--- src/rtl/arb2_pkg.sv ---
// Shared types and constants for the two-input packet arbiter.
package arb2_pkg;

    typedef enum logic [1:0] {
        IDLE,
        LOCK_A,
        LOCK_B
    } arb_state_t;

    localparam logic GRANT_A = 1'b0;
    localparam logic GRANT_B = 1'b1;

endpackage

--- src/rtl/mux2_1.sv ---
// Single-bit 2:1 selection cell: o_y follows i_a when i_sel is 0, i_b when 1.
module mux2_1 (
    input  logic i_a,
    input  logic i_b,
    input  logic i_sel,
    output logic o_y
);

    assign o_y = i_sel ? i_b : i_a;

endmodule

--- src/rtl/arb2_stream.sv ---
// Two-source round-robin stream arbiter with packet lock, feeding a bit-sliced
// 2:1 datapath and a single registered output beat.
module arb2_stream
    import arb2_pkg::*;
#(
    parameter int unsigned WIDTH = 8
) (
    input  logic             clk,
    input  logic             rst_n,
    input  logic             a_valid,
    output logic             a_ready,
    input  logic [WIDTH-1:0] a_data,
    input  logic             a_last,
    input  logic             b_valid,
    output logic             b_ready,
    input  logic [WIDTH-1:0] b_data,
    input  logic             b_last,
    output logic             out_valid,
    input  logic             out_ready,
    output logic [WIDTH-1:0] out_data,
    output logic             out_last,
    output logic             sel,
    output logic             busy
);

    arb_state_t       r_state;
    arb_state_t       w_state_nxt;
    logic             r_last_grant;
    logic             w_last_grant_nxt;
    logic             r_out_valid;
    logic [WIDTH-1:0] r_out_data;
    logic             r_out_last;
    logic             r_busy;

    logic             w_grant;
    logic             w_grant_valid;
    logic             w_space;
    logic             w_offer;
    logic             w_load;
    logic [WIDTH:0]   w_mux_a;
    logic [WIDTH:0]   w_mux_b;
    logic [WIDTH:0]   w_mux_y;

    // Bit WIDTH of each mux bus carries the packet's last flag.
    assign w_mux_a = {a_last, a_data};
    assign w_mux_b = {b_last, b_data};

    for (genvar gi = 0; gi <= WIDTH; gi++) begin : g_mux
        mux2_1 u_mux (
            .i_a   (w_mux_a[gi]),
            .i_b   (w_mux_b[gi]),
            .i_sel (w_grant),
            .o_y   (w_mux_y[gi])
        );
    end

    always_comb begin
        w_grant = GRANT_A;
        unique case (r_state)
            LOCK_A: w_grant = GRANT_A;
            LOCK_B: w_grant = GRANT_B;
            default: begin
                if (a_valid && b_valid) begin
                    w_grant = ~r_last_grant;
                end else if (b_valid) begin
                    w_grant = GRANT_B;
                end else begin
                    w_grant = GRANT_A;
                end
            end
        endcase
    end

    assign w_grant_valid = (w_grant == GRANT_B) ? b_valid : a_valid;
    assign w_space       = !r_out_valid || out_ready;
    // In IDLE nothing is offered until some source is actually valid.
    assign w_offer       = w_space && ((r_state != IDLE) || a_valid || b_valid);
    assign w_load        = w_grant_valid && w_space;

    assign a_ready = w_offer && (w_grant == GRANT_A);
    assign b_ready = w_offer && (w_grant == GRANT_B);

    always_comb begin
        w_state_nxt      = r_state;
        w_last_grant_nxt = r_last_grant;
        if (w_load) begin
            if (w_mux_y[WIDTH]) begin
                w_state_nxt      = IDLE;
                w_last_grant_nxt = w_grant;
            end else begin
                w_state_nxt = (w_grant == GRANT_B) ? LOCK_B : LOCK_A;
            end
        end
    end

    always_ff @(posedge clk or negedge rst_n) begin
        if (!rst_n) begin
            r_state      <= IDLE;
            r_last_grant <= GRANT_B;
            r_out_valid  <= 1'b0;
            r_out_data   <= '0;
            r_out_last   <= 1'b0;
            r_busy       <= 1'b0;
        end else begin
            r_state      <= w_state_nxt;
            r_last_grant <= w_last_grant_nxt;
            r_busy       <= (w_state_nxt != IDLE);
            if (w_load) begin
                r_out_valid <= 1'b1;
                r_out_data  <= w_mux_y[WIDTH-1:0];
                r_out_last  <= w_mux_y[WIDTH];
            end else begin
                r_out_valid <= r_out_valid && !out_ready;
            end
        end
    end

    assign out_valid = r_out_valid;
    assign out_data  = r_out_data;
    assign out_last  = r_out_last;
    assign sel       = w_grant;
    assign busy      = r_busy;

endmodule

--- config.mk ---
export PLATFORM = sky130hd
export DESIGN_NAME = arb2_stream
export DESIGN_NICKNAME = d
export VERILOG_FILES = /design/src/rtl/arb2_pkg.sv /design/src/rtl/mux2_1.sv /design/src/rtl/arb2_stream.sv
export SDC_FILE = /design/constraint.sdc
export NUM_CORES = 1
export LEC_CHECK = 0
export CAP_MARGIN = 20
export CELL_PAD_IN_SITES_DETAIL_PLACEMENT = 1
export CELL_PAD_IN_SITES_GLOBAL_PLACEMENT = 2
export CORE_MARGIN = 8
export CORE_UTILIZATION = 23
export CTS_CLUSTER_DIAMETER = 150
export CTS_CLUSTER_SIZE = 30
export DETAILED_ROUTE_END_ITERATION = 7
export PLACE_DENSITY_LB_ADDON = 0.1
export SLEW_MARGIN = 20
export SYNTH_ARGS = -nofsm -noshare
export SYNTH_HDL_FRONTEND = slang
export SYNTH_SLANG_ARGS = --single-unit
--- constraint.sdc ---
create_clock -name clk -period 4.51 [get_ports clk]
set_clock_uncertainty 0.2 [all_clocks]
set_input_delay 0.451 -clock clk [delete_from_list [all_inputs] [get_ports clk]]
set_output_delay 0.451 -clock clk [all_outputs]
set_load 0.05 [all_outputs]
==> impl_metrics.env <==
export IMPL_root_buffer="clkbuf_4"
export IMPL_fin_worst_hold_slack_ps=292.7
export IMPL_critical_path_required_ps=3860
export IMPL_syn_instance_count=73
export IMPL_track_usage_pct=8.473
export IMPL_fp_dieH_microns=72.56
export IMPL_min_path_type="flop to flop"
export IMPL_grt_max_degree=26
export IMPL_max_cap_violations=0
export IMPL_arrival_ps=2620
export IMPL_ir_worst_vdd_v=0.0002679
export IMPL_placed_cells=151
export IMPL_period_minus_slack_ps=3269
export IMPL_postCtsHoldBufs=0
export IMPL_drc=0
export IMPL_port_buffers=36
export IMPL_h_tree_depth=1
export IMPL_fin_cells=155
export IMPL_fp_dieW_microns=72.56
export IMPL_overflow=0
export IMPL_cts_buffer_depth=2
export IMPL_rows=20
export IMPL_crit_top_cell="inv_1"
export IMPL_worstMarginPinSlew_ps=1000
export IMPL_crit_buf_inv=3
export IMPL_clkSlewWorstSetupHoldPaths_ps=90
export IMPL_cts_resized=0
export IMPL_cts_tree="done"
export IMPL_slew_headroom_pct=33.11
export IMPL_slew_viol_final=0
export IMPL_power_leakage_uw=0.0005163
export IMPL_drt_initial_drc_count=10
export IMPL_path_class="flop to output pin"
export IMPL_hpwl_mm=1.657
export IMPL_io_pins=37
export IMPL_core_area_sq_mm=0.003053
export IMPL_gp_congestion=0.7007
export IMPL_path_max_fanout=7
export IMPL_wl_per_cell_microns=13.37
export IMPL_yosys_warnings=0
export IMPL_grt_pass1_wl_mm=3.408
export IMPL_rsz0062_at_grt="false"
export IMPL_nets=137
export IMPL_antenna_found_initial=0
export IMPL_numCtsBuffers=3
export IMPL_ant_nets=0
export IMPL_insertion_delay_ps=280
export IMPL_start_util_pct=24.10
export IMPL_synth_distinct_cells=19
export IMPL_routed_wirelength_mm=2.072
export IMPL_crit_path_cell_trace="inv_1 -> ha_1 -> a22oi_2 -> inv_1 -> nor2_1 -> clkdlybuf4s50_1"
export IMPL_worstSetupEndpointType="output pin"
export IMPL_die_area_sq_mm=0.005264
export IMPL_cp_start_kind="flop"
export IMPL_vias=649
export IMPL_synth_avg_cell_area_sq_um=10.08
export IMPL_cp_slowest_cell="clkdlybuf4s50_1"
export IMPL_synth_nets=98
export IMPL_slowest_delay_ps=810
export IMPL_hold_violations=0
export IMPL_post_cts_buffers=0
export IMPL_first_global_vias=717
export IMPL_n_antenna_cell=0
export IMPL_cts_sinks=14
export IMPL_cpLargestDelayFamily="buffers and inverters"
export IMPL_syn2layout_area_growth_pct=57.82
export IMPL_synth_area_sq_um=735.7
export IMPL_run_status="completed"
export IMPL_setup_tns_ps=0
export IMPL_firstDrtPassIters=3
export IMPL_final_period_utilization_pct=72.47
export IMPL_finish_utilization_pct=38.03
export IMPL_power_density_mw_per_mm2=795.7
export IMPL_timing_fmax_ghz=0.3059
export IMPL_setup_violations=0
export IMPL_via_per_inst=4.187
export IMPL_ys_ff_latch=14
export IMPL_ys_seq_area_share_pct=47.79
export IMPL_drive_above_1_share_pct=8.108
==> state kept, by name, summed over array words and instances, names as in the netlist <==
| register | count |
|---|---|
| busy | 1 |
| out_data | 8 |
| out_last | 1 |
| out_valid | 1 |
| r_last_grant | 1 |
| r_state | 2 |
==> cells in the final DEF (no fill, tap or decap), drive strengths merged, types with 2 or more instances in the layout <==
master,count
ha,2
o21ai,12
inv,5
o31ai,2
mux2i,9
clkdlybuf4s50,36
clkbuf,4
dfrtp,13
nor2,4
nand2,14
==> cell usage after synthesis, drive strengths merged <==
master   count  area share, %
nand2       14            7.1
dfrtp       13             44
o21ai       12            8.2
mux2i        9             12
inv          5            2.6
nor2         4            2.0
buf          3            4.6
ha           2            3.4
o31ai        2            2.0
a21boi       1            1.0
a22oi        1            1.7
a2bb2oi      1            1.2
dfstp        1            3.6
mux2         1            1.5
nand2b       1           0.85
nor2b        1           0.85
o211ai       1            1.7
or3b         1            1.2
==> logic make-up (layout without fill, tap and decap cells) <==
| group | after synthesis | in the layout | synth area share (%) |
|---|---|---|---|
| adders and majority gates | 2 | 2 | 3.401 |
| DFF | 14 | 14 | 47.79 |
| buffers and inverters | 8 | 46 | 7.143 |
| and+or+nand+nor | 21 | 21 | 12.08 |
| AOI/OAI and AO/OA | 18 | 18 | 15.82 |
| muxes | 10 | 10 | 13.78 |
==> report_power, final <==
part	leakage (uW)	internal, uW	switching, uW
combinational	0.000327	219	393
clock	0.0000210	49.1	43.1
sequential	0.000169	189	30.8
==> routing by layer <==
metal / vias up / GRT usage, % / routed length [microns]
li1: 325 / - / -
met1: 305 / 9.325 / 842
met2: 17 / 14.02 / 1076
met3: 2 / 3.994 / 138
met4: 0 / 2.667 / 15
met5: - / 0 / 0
==> layout make-up <==
type | count | area, sq um
fillers | 367 | 1892
repair buffers | 37 | 367.9
flip-flops and latches | 14 | 351.6
multi-input cells | 51 | 331.6
well taps | 44 | 55.05
clock buffers | 4 | 36.28
inverters | 5 | 18.77
==> per-stage QoR <==
stage / power [uW] / area (sq um) / setup slack, ps
CTS: 944.5 / 1161 / 1181
floorplan: 662.6 / 735.7 / 1663
global route: 992.3 / 1161 / 1060
global placement: 840.3 / 1125 / 1336
finish: 923.9 / 1161 / 1241
detailed placement: 846.7 / 1125 / 1287
==> final timing paths <==
kind,slack (ps),depth (start not counted),startpoint,end
max,1240,6,r_state[0],a_ready
min,290,2,out_data[0],out_data[0]
max reg2reg,2070,5,r_state[0],out_last
min reg2reg,290,2,out_data[0],out_data[0]
max in group asynchronous,3320,1,rst_n,r_state[0]
min in group asynchronous,370,1,rst_n,out_data[1]
==> tightest hold or removal path: stages, from the launching register on <==
cell	delay, ps
dfrtp_1	350
nand2_1	50
o21ai_1	60
Note: power is estimated with default switching activity, not from simulation.
